**src/rtl/ifu_fetch_ctrl_pkg.sv**
```systemverilog
// rtl/ifu_fetch_ctrl_pkg.sv - shared constants, queue entry type and PC range check for the fetch unit
package ifu_fetch_ctrl_pkg;

   localparam logic [31:0] PC_RESET = 32'h0000_3000;
   localparam logic [31:0] IM_BASE  = 32'h0000_3000;
   localparam int          IM_DEPTH = 4096;
   localparam int          FQ_DEPTH = 2;
   localparam int          CW       = $clog2(FQ_DEPTH + 1);

   typedef struct packed {
      logic [31:0] pc;
      logic [31:0] instr;
   } fq_entry_t;

   // True when pc is misaligned or outside [base, base + 4*depth).
   // The end bound is 33 bits wide so an IM that reaches the top of the address space still compares correctly.
   function automatic logic pc_out_of_im(input logic [31:0] pc,
                                         input logic [31:0] base,
                                         input int          depth);
      logic [32:0] im_end;
      im_end = {1'b0, base} + (33'(depth) << 2);
      return (pc[1:0] != 2'b00) | (pc < base) | ({1'b0, pc} >= im_end);
   endfunction

endpackage

```
**src/rtl/ifu_fetch_ctrl_if.sv**
```systemverilog
// rtl/ifu_fetch_ctrl_if.sv - IM read, redirect and decode handshake bundle of the fetch unit
interface ifu_fetch_ctrl_if;
   import ifu_fetch_ctrl_pkg::*;

   logic [31:0]   f_pc;
   logic [31:0]   f_instr;
   logic          e_redirect;
   logic [31:0]   e_target;
   logic          d_valid;
   logic [31:0]   d_instr;
   logic [31:0]   d_pc;
   logic          d_ready;
   logic          pc_fault;
   logic [CW-1:0] fq_count;

   modport master (
      output f_pc, d_valid, d_instr, d_pc, pc_fault, fq_count,
      input  f_instr, e_redirect, e_target, d_ready
   );

   modport slave (
      input  f_pc, d_valid, d_instr, d_pc, pc_fault, fq_count,
      output f_instr, e_redirect, e_target, d_ready
   );

endinterface

```
**src/rtl/ifu_fetch_ctrl_fetch_fifo.sv**
```systemverilog
// rtl/ifu_fetch_ctrl_fetch_fifo.sv - circular buffer of fetched {pc, instr} entries with flush
module fetch_fifo
   import ifu_fetch_ctrl_pkg::*;
#(
   parameter  int DEPTH = 2,
   localparam int AW    = (DEPTH > 1) ? $clog2(DEPTH) : 1,
   localparam int NW    = $clog2(DEPTH + 1)
) (
   input  logic      clk,
   input  logic      reset,
   input  logic      push,
   input  logic      pop,
   input  logic      flush,
   input  fq_entry_t wr_data,
   output fq_entry_t rd_data,
   output logic [NW-1:0] count
);

   fq_entry_t     mem [DEPTH];
   logic [AW-1:0] wr_ptr;
   logic [AW-1:0] rd_ptr;
   logic [NW-1:0] count_nxt;

   // occupancy follows push/pop; a simultaneous push and pop leaves it unchanged
   always_comb begin
      count_nxt = count;
      case ({push, pop})
         2'b10:   count_nxt = count + NW'(1);
         2'b01:   count_nxt = count - NW'(1);
         default: count_nxt = count;
      endcase
   end

   // pointers and count; DEPTH is a power of two so the pointers wrap naturally
   always_ff @(posedge clk or posedge reset) begin
      if (reset) begin
         wr_ptr <= '0;
         rd_ptr <= '0;
         count  <= '0;
      end else if (flush) begin
         wr_ptr <= '0;
         rd_ptr <= '0;
         count  <= '0;
      end else begin
         if (push) wr_ptr <= wr_ptr + AW'(1);
         if (pop)  rd_ptr <= rd_ptr + AW'(1);
         count <= count_nxt;
      end
   end

   // entry storage; contents need no reset because the head is masked while empty
   always_ff @(posedge clk) begin
      if (push && !flush) mem[wr_ptr] <= wr_data;
   end

   assign rd_data = mem[rd_ptr];

endmodule

```
**src/rtl/ifu_fetch_ctrl.sv**
```systemverilog
// rtl/ifu_fetch_ctrl.sv - PC sequencer, fault detection and push/pop/redirect arbitration
module ifu_fetch_ctrl
   import ifu_fetch_ctrl_pkg::*;
(
   input logic              clk,
   input logic              reset,
   ifu_fetch_ctrl_if.master bus
);

   logic [31:0]   pc;
   logic          pc_bad;
   logic          head_valid;
   logic          push;
   logic          pop;
   logic [CW-1:0] count;
   fq_entry_t     head;
   fq_entry_t     wr_entry;

   assign pc_bad     = pc_out_of_im(pc, IM_BASE, IM_DEPTH);
   assign head_valid = (count != '0);

   // a redirect voids both the decode handshake and the fetch in the same cycle
   assign pop  = head_valid & bus.d_ready & ~bus.e_redirect;
   assign push = ~bus.e_redirect & ~pc_bad & ((count < CW'(FQ_DEPTH)) | pop);

   assign wr_entry.pc    = pc;
   assign wr_entry.instr = bus.f_instr;

   // PC register: redirect wins, otherwise advance only when the fetch was queued
   always_ff @(posedge clk or posedge reset) begin
      if (reset)               pc <= PC_RESET;
      else if (bus.e_redirect) pc <= bus.e_target;
      else if (push)           pc <= pc + 32'd4;
   end

   fetch_fifo #(.DEPTH(FQ_DEPTH)) u_fetch_fifo (
      .clk     (clk),
      .reset   (reset),
      .push    (push),
      .pop     (pop),
      .flush   (bus.e_redirect),
      .wr_data (wr_entry),
      .rd_data (head),
      .count   (count)
   );

   assign bus.f_pc     = pc;
   assign bus.pc_fault = pc_bad;
   assign bus.fq_count = count;
   assign bus.d_valid  = head_valid;
   assign bus.d_pc     = head_valid ? head.pc    : '0;
   assign bus.d_instr  = head_valid ? head.instr : '0;

endmodule

```
**src/flat_wrapper.sv**
```systemverilog
// flat-port wrapper written by rule: the top's interface ports become plain ports
module ifu_fetch_ctrl_flat import ifu_fetch_ctrl_pkg::*;
  (clk, reset, bus_f_pc, bus_d_valid, bus_d_instr, bus_d_pc, bus_pc_fault, bus_fq_count, bus_f_instr, bus_e_redirect, bus_e_target, bus_d_ready);
  ifu_fetch_ctrl_if bus_i ();
  input logic clk;
  input logic reset;
  output wire logic [$bits(bus_i.f_pc)-1:0] bus_f_pc;
  output wire logic [$bits(bus_i.d_valid)-1:0] bus_d_valid;
  output wire logic [$bits(bus_i.d_instr)-1:0] bus_d_instr;
  output wire logic [$bits(bus_i.d_pc)-1:0] bus_d_pc;
  output wire logic [$bits(bus_i.pc_fault)-1:0] bus_pc_fault;
  output wire logic [$bits(bus_i.fq_count)-1:0] bus_fq_count;
  input wire logic [$bits(bus_i.f_instr)-1:0] bus_f_instr;
  input wire logic [$bits(bus_i.e_redirect)-1:0] bus_e_redirect;
  input wire logic [$bits(bus_i.e_target)-1:0] bus_e_target;
  input wire logic [$bits(bus_i.d_ready)-1:0] bus_d_ready;
  assign bus_f_pc = bus_i.f_pc;
  assign bus_d_valid = bus_i.d_valid;
  assign bus_d_instr = bus_i.d_instr;
  assign bus_d_pc = bus_i.d_pc;
  assign bus_pc_fault = bus_i.pc_fault;
  assign bus_fq_count = bus_i.fq_count;
  assign bus_i.f_instr = bus_f_instr;
  assign bus_i.e_redirect = bus_e_redirect;
  assign bus_i.e_target = bus_e_target;
  assign bus_i.d_ready = bus_d_ready;
  ifu_fetch_ctrl u_core (.clk(clk), .reset(reset), .bus(bus_i));
endmodule
```
**config.mk**
```make
export PLATFORM = sky130hd
export DESIGN_NAME = ifu_fetch_ctrl_flat
export DESIGN_NICKNAME = d
export VERILOG_FILES = /design/src/rtl/ifu_fetch_ctrl_pkg.sv /design/src/rtl/ifu_fetch_ctrl_if.sv /design/src/rtl/ifu_fetch_ctrl_fetch_fifo.sv /design/src/rtl/ifu_fetch_ctrl.sv /design/src/flat_wrapper.sv
export SDC_FILE = /design/constraint.sdc
export NUM_CORES = 1
export LEC_CHECK = 0
export BUFFER_PORTS_ARGS = -buffer_cell sky130_fd_sc_hd__buf_2
export CORE_UTILIZATION = 53
export CTS_CLUSTER_SIZE = 8
export DETAILED_ROUTE_END_ITERATION = 10
export PLACE_DENSITY = 0.86
export SKIP_CTS_REPAIR_TIMING = 1
export SLEW_MARGIN = 40
export SYNTH_ARGS = -nofsm -noshare
export SYNTH_HDL_FRONTEND = slang
export SYNTH_SLANG_ARGS = --single-unit
```
**constraint.sdc**
```tcl
create_clock -name clk -period 17.9 [get_ports clk]
set_clock_uncertainty 0.2 [all_clocks]
set_input_delay 0.895 -clock clk [delete_from_list [all_inputs] [get_ports clk]]
set_output_delay 0.895 -clock clk [all_outputs]
set_load 0.05 [all_outputs]
```
### Word-level counts from Yosys, hierarchy flattened

Memories as Yosys holds them, arrays and structs flattened.
Index checks and enable logic that the tools add are counted.
Widths: inputs -> output; s select.

* bits in registers: 36
* bits in writable memories: 128
* bits of input ports: 68
* output and inout bits: 100
* logic and storage cells: 43
* memories kept: 1

* add/sub/neg operators: 5
* order comparisons: 3
* eq/ne operators: 2
* multiplexer cells: 12
* bitwise operators: 9
* reductions and logical operators: 7

Memory list
* u_core.u_fetch_fifo.mem: depth 2, width 64, rd ports 1, clocked after memory_dff 0, write ports 1, line ifu_fetch_ctrl_fetch_fifo.sv:19 `fq_entry_t mem [DEPTH];`

Operators with widths (count)
* $mux 32: 4
* $add 32x3->32 const B: 1
* $ge 32x15->1 const B: 1
* $lt 32x14->1 const B: 1
* $reduce_bool 2->1: 4
* $mux 1: 6
* $and 1x1->1: 4
* $pmux 2 s2: 1
* $or 1x1->1: 3
* $reduce_bool 3->1: 1
* $add 1x1->1 const B: 2
* $add 2x1->2 const B: 1
* $eq 2x1->1 const B: 1
* $eq 2x2->1 const B: 1
* $lt 2x2->1 const B: 1
* $mux 2: 1
* $not 1->1: 2
* $sub 2x1->2 const B: 1
* $logic_and 1x1->1: 1
* $logic_not 1->1: 1

### Depth between registers and ports, before layout

Gate-level depths: netlist (run 1).

* depth after elaboration: 9
* gate-level depth with buffers: 6

### Cells and area by module

A second synthesis (run 1) with hierarchy kept.

* cells, all modules: 459
* area total of the unflattened synthesis: 7278.2 sq um

By module, submodules not included
* fetch_fifo: times used 1, cells each 219, area an instance 5032.3 sq um, seq. area each 3943.8 sq um
* ifu_fetch_ctrl: times used 1, cells each 240, area an instance 2245.9 sq um, seq. area each 803.3 sq um

### Worst setup path after synthesis (run 1)

OpenSTA, ideal clock, no wires.

* path type: register to register
* start point: register u_core.pc[26], in the netlist u_core.bus.f_pc[26]
* end point: memory u_core.u_fetch_fifo.mem[1][0] (netlist bit) (enable)
* setup time: 0.578 ns
* arrival time: 6.312 ns
* setup slack: 10.810 ns
* stages on the path, launching flop included: 6
* buffers on the path: 1
* period minus slack after synthesis: 7.090 ns
* cell sequence: dfrtp_1 -> nor4_2 -> nand3_2 -> buf_6 -> or2_2 -> nor3b_1

* longest elaborated chain between the ends: 9
* elaborated cells between the ends (all ways): 10
* those cells by class: order compare: 2; mux: 2; bitwise: 5; reduce/logical: 1

Ends and longest elaborated chain
* from (decl): line ifu_fetch_ctrl.sv:10 `logic [31:0] pc;`
* from (signal assigned): line ifu_fetch_ctrl.sv:32 `else if (bus.e_redirect) pc <= bus.e_target;`
* from (signal assigned): line ifu_fetch_ctrl.sv:33 `else if (push) pc <= pc + 32'd4;`
* $lt 32x14->1: line ifu_fetch_ctrl_pkg.sv:22 `return (pc[1:0] != 2'b00) | (pc < base) | ({1'b0, pc} >= im_end);`
* $or 1x1->1: line ifu_fetch_ctrl_pkg.sv:22
* $or 1x1->1 (*): line ifu_fetch_ctrl_pkg.sv:22
* $not 1->1 (*): line ifu_fetch_ctrl.sv:24 `assign push = ~bus.e_redirect & ~pc_bad & ((count < CW'(FQ_DEPTH)) | pop);`
* $and 1x1->1 (*) (2 in series): line ifu_fetch_ctrl.sv:24
* $logic_and 1x1->1 (*): line ifu_fetch_ctrl_fetch_fifo.sv:53 `if (push && !flush) mem[wr_ptr] <= wr_data;`
* $mux 1 (*): line ifu_fetch_ctrl_fetch_fifo.sv:53
* $mux 1 (implied by the code) (*): line ifu_fetch_ctrl_fetch_fifo.sv:53
* to (decl): line ifu_fetch_ctrl_fetch_fifo.sv:19

Every way passes the cells marked *; elsewhere a longest branch is shown, timed or not.

### Final worst setup path (run 1)

* start point: register u_core.pc[26], in the netlist u_core.bus.f_pc[26]
* end point: output port bus_pc_fault

* longest elaborated chain between the ends: 3
* elaborated cells between the ends (all ways): 4
* those cells by class: order compare: 2; bitwise: 2

Ends and longest elaborated chain
* $lt 32x14->1: line ifu_fetch_ctrl_pkg.sv:22
* $or 1x1->1: line ifu_fetch_ctrl_pkg.sv:22
* $or 1x1->1 (*): line ifu_fetch_ctrl_pkg.sv:22
* to (decl): line flat_wrapper.sv:11 `output wire logic [$bits(bus_i.pc_fault)-1:0] bus_pc_fault;`

Marked as above.

==> results of run 1 <==
==> critical path: stages, from the launching register on <==
cell and delay, ns:
dfrtp_1 0.42, nor4_2 0.36, nand3_2 0.40, nor2_1 0.37
inv_1 0.06, buf_2 0.21
==> synth_stat cells, types with 2 or more instances <==
master	count
buf_2	5
dfrtp_1	34
nor3_1	7
clkbuf_1	9
ha_1	2
xnor2_1	12
or2_2	3
nand3_1	3
o21ai_1	9
nor4_2	7
a21oi_1	3
mux2_2	19
o21ai_0	4
dfstp_2	2
nand2_1	16
nand4_1	2
nor2b_1	3
mux2i_1	67
edfxtp_1	128
nor4_4	2
nor2_1	70
inv_1	11
buf_1	6
==> report_power, final <==
part / leakage (nW) / internal, mW / total, mW / switching [mW]
Combinational: 1.30 / 0.0179 / 0.0583 / 0.0403
Sequential: 1.58 / 0.420 / 0.432 / 0.0120
Clock: 0.313 / 0.260 / 0.402 / 0.142
==> final timing paths <==
check	from	end	slack, ns	depth (start not counted)
worst min register to register	u_core.bus.f_pc[0]	u_core.u_fetch_fifo.mem[1][32]	0.31	0
worst min-delay path	u_core.bus.f_pc[0]	u_core.u_fetch_fifo.mem[1][32]	0.31	0
max in group asynchronous	reset	u_core.u_fetch_fifo.rd_ptr	16.73	3
worst max-delay path	u_core.bus.f_pc[26]	bus_pc_fault	14.56	5
worst max register to register	u_core.bus.f_pc[26]	u_core.u_fetch_fifo.mem[1][28]	14.95	5
min in group asynchronous	reset	u_core.u_fetch_fifo.wr_ptr	0.39	3
==> stage by stage <==
stage	util (%)	total power, mW	instance area [um2]	hold slack (ns)	instances
floorplan	-	0.4765	6671	0.3245	438
global placement	63.24	0.4967	7691	0.2996	758
detailed placement	63.59	0.4988	7734	0.3050	760
CTS	69.01	0.8990	8393	0.3154	791
global route	69.01	0.9200	8393	0.3405	791
finish	69.01	0.8926	8393	0.3095	791
==> area by class of cell <==
cell class	instances	area (um2)	share of cell area, %
timing repair buffer	175	923.4	11.00
inverter	11	41.29	0.4919
sequential	164	4751	56.60
multi-input combinational	242	1808	21.54
clock buffer	17	425.4	5.069
tap	168	210.2	2.504
clock inverter	14	234.0	2.788
==> flip-flops by register name, indices dropped and copies added, names as in the netlist <==
signal	cells
u_core.u_fetch_fifo.rd_ptr	1
u_core.bus.f_pc	32
u_core.u_fetch_fifo.count	2
u_core.u_fetch_fifo.wr_ptr	1
u_core.u_fetch_fifo.mem	128
==> kinds of logic after synthesis <==
kind of cell	after synthesis	synth area share [%]
simple gates	120	9.340
xor+xnor	13	1.707
fa+ha+maj	2	0.3750
compound gates	21	2.157
flops	164	71.16
mux	86	13.26
buf+inv	32	2.007
==> layer usage <==
metal	GRT usage, %	vias to the layer above	share of wire, %
met5	0	-	0
met4	8.052	0	1.1
met3	6.564	11	6.2
met2	36.85	158	51
met1	26.02	1979	42
li1	-	1943	-
==> implementation parameters, run 1 <==
Parameter                              Value

GRT
  Largest net degree at the start of global routing ... 66
  Vias in the first global route ... 4,147
  Wire length of the first global-routing pass ... around 21,000 um
  Global-route usage over all layers ... a little over a fifth
  Antenna violations before repair ... 0
  Gr ovfl total ... 0

Clocking
  Cell at the root of the clock tree ... clkbuf_16
  Later-pin clock latency in the skew report ... about 0.43 ns
  Clock transition at the registers of the reported paths ... roughly 0.060 ns
  CTS buffer count ... 17
  TritonCTS clock tree ... done
  # clock sinks ... 164
  Buffer levels on the longest clock path ... 2
  CTS H-tree lvls ... 4

Drt
  Drt total wl ... approximately 13,000 um
  Post-route antenna net violation count ... 0
  Drt initial violations ... 344
  Vias ... between 4,000 and 5,000
  Routed length per placed instance ... 16.86 um
  Detail-routed via count per cell ... approximately 5.2
  DRC ... 0
  Iteration count of the initial detailed-routing pass ... 5

Die
  Area of the die ... 13,040 um2
  Width of the die ... 114.2 um
  Starting Density ... a little over half
  Core area ... ~12,000 um2
  IO Count ... 168
  Die height ... around 110 um
  Row cnt ... 40

Setup path
  CP arrival ... around 2.2 ns
  Crit path required time ... 16.81 ns
  Biggest fanout along the worst timing path ... 14
  Endpoint type of the worst setup path ... output pin
  Startpoint kind of the worst setup timing path ... flip-flop
  Worst Path Class, Setup ... flip-flop to output pin

STA
  Fmax ... between 0.2 and 0.3 GHz
  Min Tclk post-route ... 3.337 ns
  Post-route setup slack ... ~15 ns
  Final number of setup-violating endpoints ... 0
  RSZ-0062 raised after global routing ... false
  Max transition margin ... a little over half
  Final-layout setup total negative slack ... 0 ns
  Endpoints failing hold ... 0
  Max Transition Viols Final ... 0
  Final clock period utilization by the worst path ... between 10% and 20%
  Pin slew with the least headroom to its limit ... roughly 0.70 ns

Place
  Gp weighted congestion ... about 0.8
  Post-place setup slack ... around 15 ns
  Count of buffers from port buffering ... about 170
  HPWL after detailed placement ... about 8700 um

Power
  Cell leakage power ... around 3.2 nW
  Peak supply drop ... between 80 and 90 uV
  Power Density ... 106.4 nW/um2

Synthesis
  Total number of yosys warnings ... 0
  Share of the yosys chip area belonging to registers ... 71.16%
  Synth Flop Type ... edfxtp_1
  Largest area contributor in the synthesized netlist ... edfxtp_1
  Leading cell types by total area after synthesis ... edfxtp_1 (58%), dfrtp_1 (13%), mux2i_1 (10%)
  Post-synth EDFFs ... 128
  Mean post-synth cell area ... about 15 um2
  Post-synth top area share ... between 50% and 60%
  Instance count of the mapped netlist ... roughly 440
  Flop and latch count out of synthesis ... about 160
  Synth async-reset ratio ... between 20 and 25%
  Post-synthesis cell type count ... 37
  Net count after synthesis ... ~510
  Mapped cell area ... 6671 um2

Final layout
  Highest-count cells in the layout ignoring fill and taps ... buf_2 (166), edfxtp_1 (128), nor2_1 (69), mux2i_1 (67), dfrtp_1 (33)
  Ant diodes ... 0
  Most common cell after layout, fill and taps aside ... buf_2
  Area growth, synth to finish ... 25.81%
  Fraction of final layout cells sized beyond drive strength 1 ... roughly 40%
  Net count of the finished layout ... between 600 and 700
  Number of filler cells placed in the layout ... between 800 and 900

Worst hold path
  Worst min path class ... flip-flop to flip-flop

Run
  Max-Cap Viols ... 0

Run status
  Status ... complete, no violations
No activity file was read; power rests on OpenSTA's default activity.
==> run 2: changes to the inputs <==
--- a/config.mk
+++ b/config.mk
@@ -6,10 +6,10 @@
 export NUM_CORES = 1
 export LEC_CHECK = 0
 export BUFFER_PORTS_ARGS = -buffer_cell sky130_fd_sc_hd__buf_2
-export CORE_UTILIZATION = 53
+export CORE_UTILIZATION = 48
 export CTS_CLUSTER_SIZE = 8
 export DETAILED_ROUTE_END_ITERATION = 10
-export PLACE_DENSITY = 0.86
+export PLACE_DENSITY = 0.82
 export SKIP_CTS_REPAIR_TIMING = 1
 export SLEW_MARGIN = 40
 export SYNTH_ARGS = -nofsm -noshare
==> constraint.sdc (replaced) <==
create_clock -name clk -period 2.94 [get_ports clk]
set_clock_uncertainty 0.2 [all_clocks]
set_input_delay 0.147 -clock clk [delete_from_list [all_inputs] [get_ports clk]]
set_output_delay 0.147 -clock clk [all_outputs]
set_load 0.05 [all_outputs]
==> run 2 against run 1 <==
Effect of this change:
- first-iteration DRC count decreased by 22%
- largest power group unchanged
- critical path type is now flip-flop to flip-flop
- power increased to 6.0 times the previous value
- wire length increased by 9.8%
- sequential share of layout area decreased by 4.0 points
- global-route usage decreased by 1.8 points
==> implementation parameters, run 2 (synthesized netlist as in run 1, its figures left out) <==
Parameter                              Value

Die
  Width of the die ... 119.9 um (+5.0%)
  Starting Density ... 49.79% (-5.1 points)
  IO Count ... 168 (unchanged)
  Area of the die ... 14,370 um2 (+10%)
  Row cnt ... 42 (+5.0%)
  Core area ... 13,400 um2 (+10%)
  Die height ... 119.9 um (+5.0%)

Power
  Cell leakage power ... 3.456 nW (+8.1%)
  Power Density ... 587.4 nW/um2 (+450%)
  Tot Pwr ... 5.339 mW (+500%)
  Peak supply drop ... 400.9 uV (+390%)

Clocking
  Cell at the root of the clock tree ... clkbuf_16
  Clock transition at the registers of the reported paths ... 0.06 ns (about the same)
  CTS H-tree lvls ... 4 (unchanged)
  CTS buffer count ... 17 (unchanged)
  # clock sinks ... 164 (unchanged)
  TritonCTS clock tree ... done
  Later-pin clock latency in the skew report ... 0.42 ns (about the same)
  Buffer levels on the longest clock path ... 2 (unchanged)

Setup path
  CP arrival ... 2.53 ns (+0.29 ns)
  Worst Path Class, Setup ... flip-flop to flip-flop
  Endpoint type of the worst setup path ... flip-flop
  Biggest fanout along the worst timing path ... 22 (+8)
  Crit path required time ... 2.83 ns (-13.98 ns)
  Startpoint kind of the worst setup timing path ... flip-flop
  Cell count of the worst reg-to-reg path ... 5 (unchanged)

Final layout
  Net count of the finished layout ... 749 (+10%)
  Post-route cell area ... 9089 um2 (+8.3%)
  Number of cells in the finished layout apart from fillers ... 868 (+9.7%)
  Most common cell after layout, fill and taps aside ... buf_2
  Biggest register ... u_core.u_fetch_fifo.mem
  Number of filler cells placed in the layout ... 926 (+11%)
  Core utilization of the finished layout ... 67.82% (-1.2 points)
  Ant diodes ... 0 (unchanged)
  Fraction of final layout cells sized beyond drive strength 1 ... 38.29% (-1.4 points)
  Highest-count cells in the layout ignoring fill and taps ... buf_2 (166), edfxtp_1 (128), nor2_1 (69), mux2i_1 (67), dlygate4sd3_1 (66)
  Number of flip-flops under the largest register name ... 128 (unchanged)
  Area growth, synth to finish ... 36.23%

STA
  Final number of setup-violating endpoints ... 0 (unchanged)
  Final-layout setup total negative slack ... 0 ns (unchanged)
  Endpoints failing hold ... 0 (unchanged)
  Min Tclk post-route ... approximately 2.6 ns
  Final clock period utilization by the worst path ... 89.73%
  Pin slew with the least headroom to its limit ... 0.6215 ns (-0.07922 ns)
  Max Transition Viols Final ... 0 (unchanged)
  Fmax ... between 0.3 and 0.4 GHz
  Max transition margin ... 58.57% (+5.3 points)
  RSZ-0062 raised after global routing ... false

Drt
  Detail-routed via count per cell ... 5.047 (-2.4%)
  DRC ... 0 (unchanged)
  Drt initial violations ... 267 (-22%)
  Drt total wl ... 14,650 um (+9.8%)
  Vias ... 4,381 (+7.1%)
  Iteration count of the initial detailed-routing pass ... 5 (unchanged)
  Routed length per placed instance ... 16.87 um (about the same)
  Post-route antenna net violation count ... 0 (unchanged)

GRT
  Antenna violations before repair ... 0 (unchanged)
  Vias in the first global route ... 4,088 (-1.4%)
  Gr ovfl total ... 0 (unchanged)
  Wire length of the first global-routing pass ... 21,050 um (+1.4%)
  Global-route usage over all layers ... 19.84% (-1.8 points)
  Largest net degree at the start of global routing ... 52 (-21%)

Place
  Count of buffers from port buffering ... 167 (unchanged)
  Instance area after placement ... 7814 um2 (+1.0%)
  Gp weighted congestion ... 0.8054 (-0.54%)
  HPWL after detailed placement ... 9148 um (+5.2%)
  Dpl cells ... 770 (+1.3%)

Worst hold path
  Worst min path class ... primary input to flip-flop
  Hold Path Cell Cnt ... 3 (+3)

Run status
  Status ... complete, no violations

Run
  Max-Cap Viols ... 0 (unchanged)
run 2: cell types whose count changed in the layout (fill, tap and decap cells not counted), moves of 2 or more:
cell,change
dlygate4sd3_1,+66
dfrtp_1,-15
dfrtp_2,+15
bufinv_16,-2
clkinv_1,+2
dfstp_2,-2
dfstp_4,+2
run 2: final cells by class:
class / instances / area [um2] / share of cell area (%)
Inverter: 11 / 41.29 / 0.4543
Sequential cell: 164 / 4777 / 52.56
Timing Repair Buffer: 243 / 1612 / 17.73
Clock inverter: 15 / 188.9 / 2.079
Multi-Input combinational cell: 242 / 1824 / 20.07
Tap cell: 176 / 220.2 / 2.423
Clock buffer: 17 / 425.4 / 4.681
run 2: through the flow:
step / worst slack [ns] / hold WS [ns]
after floorplan: -0.8280 / 0.04587
after global placement: 0.3592 / 0.007673
after detailed placement: 0.2883 / 0.01762
after CTS: 0.2774 / -0.4361
after global routing: 0.1797 / 0.02702
final: 0.3018 / 0.01722
run 2: worst paths after layout:
| path | startpoint | end | slack [ns] |
|---|---|---|---|
| max | u_core.bus.f_pc[19] | u_core.u_fetch_fifo.mem[1][23] | 0.30 |
| min | bus_e_redirect | u_core.bus.f_pc[13] | 0.02 |
| min reg2reg | u_core.bus.f_pc[30] | u_core.u_fetch_fifo.mem[0][62] | 0.31 |
| max reg2reg | u_core.bus.f_pc[19] | u_core.u_fetch_fifo.mem[1][23] | 0.30 |
| min in group asynchronous | reset | u_core.bus.f_pc[29] | 0.09 |
| max in group asynchronous | reset | u_core.bus.f_pc[13] | 1.77 |
run 2: worst max-delay path, stage by stage (launching register included):
cell and delay, ns:
dfrtp_2 0.44, nor4_4 0.42, o2111ai_4 0.31, or2_4 0.34, nor3b_4 0.25, buf_4 0.34
run 2: metal layers:
layer  track usage [%]  vias to the layer above  part of all wire, %
li1                  -                     2075                    -
met4             8.516                        0                  1.5
met1             24.99                     2122                   42
met3             5.276                       19                  6.1
met5                 0                        -                    0
met2             32.41                      165                   50
run 2: report_power, final:
group	internal (mW)	switching (mW)
combinational	0.167	0.264
clock	1.41	0.863
sequential	2.57	0.0710
==> run 3: changes to the inputs <==
--- a/config.mk
+++ b/config.mk
@@ -9,7 +9,7 @@
 export CORE_UTILIZATION = 48
 export CTS_CLUSTER_SIZE = 8
 export DETAILED_ROUTE_END_ITERATION = 10
-export PLACE_DENSITY = 0.82
+export PLACE_DENSITY = 0.76
 export SKIP_CTS_REPAIR_TIMING = 1
 export SLEW_MARGIN = 40
 export SYNTH_ARGS = -nofsm -noshare
==> run 3 against run 2 <==
Effect of this change:
- first-iteration DRC count decreased by 30%
- final area down 0.41%
- sequential share of layout area up 0.22 points
- via count is 0.80% lower
- worst setup slack gained 0.018 ns
- maximum frequency grew 0.68%
- clock power is 7% lower
- global-route usage fell by 0.62 points
- die area unchanged
- wire length shrank 2.5%
- non-clock buffer count down 1
- largest power group unchanged
- highest routed layer unchanged
==> implementation parameters, run 3 (synthesized netlist as in run 1, its figures left out) <==
Parameter                              Value

Run status
  Status ... complete, no violations

Die
  IO Count ... 168 (unchanged)
  Area of the die ... 14,370 um2 (unchanged)
  Width of the die ... 119.9 um (unchanged)
  Die height ... 119.9 um (unchanged)
  Core area ... 13,400 um2 (unchanged)
  Starting Density ... 49.79% (unchanged)
  Row cnt ... 42 (unchanged)

Power
  Internal Pwr Total ... 4.020 mW (-2.9%)
  Power Density ... 572.8 nW/um2 (-2.5%)
  Power share of the clock group ... 40.8% (-1.7 points)
  Switching part of the total power ... 22.47% (+0.037 points)
  Sequential share of power ... 50.9% (+1.5 points)
  Comb power frac ... 8.3% (+0.2 points)
  Cell leakage power ... 3.453 nW (about the same)
  Net switching power figure ... 1.165 mW (-2.7%)
  Tot Pwr ... 5.185 mW (-2.9%)
  Peak supply drop ... 379.6 uV (-5.3%)

Drt
  Routed length per placed instance ... 16.47 um (-2.4%)
  Iteration count of the initial detailed-routing pass ... 4 (-1)
  Drt initial violations ... 188 (-30%)
  DRC ... 0 (unchanged)
  Detail-routed via count per cell ... 5.013 (-0.68%)
  Vias ... 4,346 (-0.80%)
  Drt total wl ... 14,280 um (-2.5%)
  Post-route antenna net violation count ... 0 (unchanged)

GRT
  Met2 usage ... 30.13% (-2.3 points)
  Met3 Usage GRT ... 5.703% (+0.43 points)
  Gr ovfl total ... 0 (unchanged)
  Wire length of the first global-routing pass ... 20,250 um (-3.8%)
  Most utilized layer in the global route result ... met2
  Vias in the first global route ... 3,915 (-4.2%)
  Largest net degree at the start of global routing ... 53 (+1.9%)
  Antenna violations before repair ... 0 (unchanged)
  GRT met1 Usage ... 24.76% (-0.23 points)
  Global-route usage over all layers ... 19.21% (-0.62 points)

Final layout
  Highest-count cells in the layout ignoring fill and taps ... buf_2 (166), edfxtp_1 (128), nor2_1 (69), mux2i_1 (67), dlygate4sd3_1 (66)
  Biggest register ... u_core.u_fetch_fifo.mem
  Area growth, synth to finish ... 35.67%
  Net count of the finished layout ... 748 (-0.13%)
  Fraction of final layout cells sized beyond drive strength 1 ... 38.21% (-0.089 points)
  Number of filler cells placed in the layout ... 987 (+6.6%)
  Most common cell after layout, fill and taps aside ... buf_2
  Ant diodes ... 0 (unchanged)
  Number of flip-flops under the largest register name ... 128 (unchanged)

Setup path
  Crit path required time ... 2.84 ns (about the same)
  Setup slack of the most critical reg-to-reg path ... 0.32 ns (+0.02 ns)
  Critical path endpoint ... u_core.u_fetch_fifo.mem[1][36]
  Worst setup path startpoint ... u_core.bus.f_pc[19]
  Biggest fanout along the worst timing path ... 52 (+140%)
  Cell count of the worst reg-to-reg path ... 5 (unchanged)
  Capturing point of the worst reg2reg path ... u_core.u_fetch_fifo.mem[1][36]
  Startpoint kind of the worst setup timing path ... flip-flop
  Endpoint type of the worst setup path ... flip-flop
  CP arrival ... 2.52 ns (about the same)
  Worst Path Class, Setup ... flip-flop to flip-flop
  Origin of the critical flop-to-flop path ... u_core.bus.f_pc[19]

Clocking
  Clock transition at the registers of the reported paths ... 0.06 ns (about the same)
  CTS buffer count ... 17 (unchanged)
  TritonCTS clock tree ... done
  CTS H-tree lvls ... 4 (unchanged)
  Buffer levels on the longest clock path ... 2 (unchanged)
  Cell at the root of the clock tree ... clkbuf_16
  Later-pin clock latency in the skew report ... 0.42 ns (about the same)
  # clock sinks ... 164 (unchanged)

STA
  Worst Hold Margin ... 0.02487 ns (+0.007655 ns)
  Final clock period utilization by the worst path ... 89.13% (-0.61 points)
  Post-route setup slack ... 0.3197 ns (+0.01792 ns)
  Max Transition Viols Final ... 0 (unchanged)
  Pin slew with the least headroom to its limit ... 0.5890 ns (-0.03248 ns)
  Final number of setup-violating endpoints ... 0 (unchanged)
  RSZ-0062 raised after global routing ... false
  Min Tclk post-route ... 2.620 ns (-0.01792 ns)
  Endpoints failing hold ... 0 (unchanged)
  Fmax ... 0.3816 GHz (+0.68%)
  Max transition margin ... 60.73% (+2.2 points)

Worst hold path
  Hold Startpoint ... bus_e_redirect
  Worst min path class ... primary input to flip-flop

Place
  Gp weighted congestion ... 0.7857 (-2.4%)
  Count of buffers from port buffering ... 167 (unchanged)
  Post-place setup slack ... 0.3456 ns (+0.05738 ns)
  HPWL after detailed placement ... 8857 um (-3.2%)

Run
  Max-Cap Viols ... 0 (unchanged)
-- run 3: worst min path at each step --
| stage | end | slack [ns] | depth (start not counted) |
|---|---|---|---|
| after floorplan | u_core.u_fetch_fifo.mem[0][0] | 0.05 | 0 |
| after global placement | u_core.bus.f_pc[22] | 0.11 | 2 |
| after detailed placement | u_core.bus.f_pc[22] | 0.13 | 2 |
| after CTS | u_core.u_fetch_fifo.count[0] | -0.32 | 2 |
| after global routing | u_core.bus.f_pc[12] | 0.05 | 3 |
| final | u_core.u_fetch_fifo.wr_ptr | 0.02 | 2 |
-- run 3: critical path, stage by stage (launching register included) --
cell and delay [ns]:
dfrtp_2 0.44, nor4_4 0.41, o2111ai_4 0.31, or2_4 0.34, nor3b_4 0.25, buf_12 0.30
-- run 3: cell type report --
| class | count | area (um2) | share of cell area (%) |
|---|---|---|---|
| Sequential cell | 164 | 4777 | 52.78 |
| Tap cell | 176 | 220.2 | 2.433 |
| Multi-Input combinational cell | 242 | 1824 | 20.15 |
| Timing Repair Buffer | 242 | 1617 | 17.86 |
| Clock inverter | 10 | 107.6 | 1.189 |
| Inverter | 11 | 41.29 | 0.4562 |
| Clock buffer | 22 | 464.2 | 5.129 |
-- run 3: per-layer routing --
layer	wire, um	share of wire [%]
met5	0	0
met4	240	1.7
met2	7191	50
met1	6021	42
met3	827	5.8
-- run 3: power groups by stage --
stage	clock [mW]	combinational, mW	sequential (mW)
finish	2.11	0.431	2.64
global route	2.24	0.456	2.65
CTS	2.15	0.363	2.64
detailed placement	0	0.362	2.69
global placement	0	0.357	2.68
floorplan	0	0.0873	2.82
-- run 3: per-stage QoR --
stage	utilization (%)	cells	setup TNS (ns)	cell area, um2
2_1_floorplan	-	438	-97.15	6724
3_3_place_gp	58.33	769	0	7816
3_5_place_dp	58.35	769	0	7819
4_1_cts	62.61	801	0	8391
5_1_grt	67.54	867	0	9051
6_report	67.54	867	0	9051
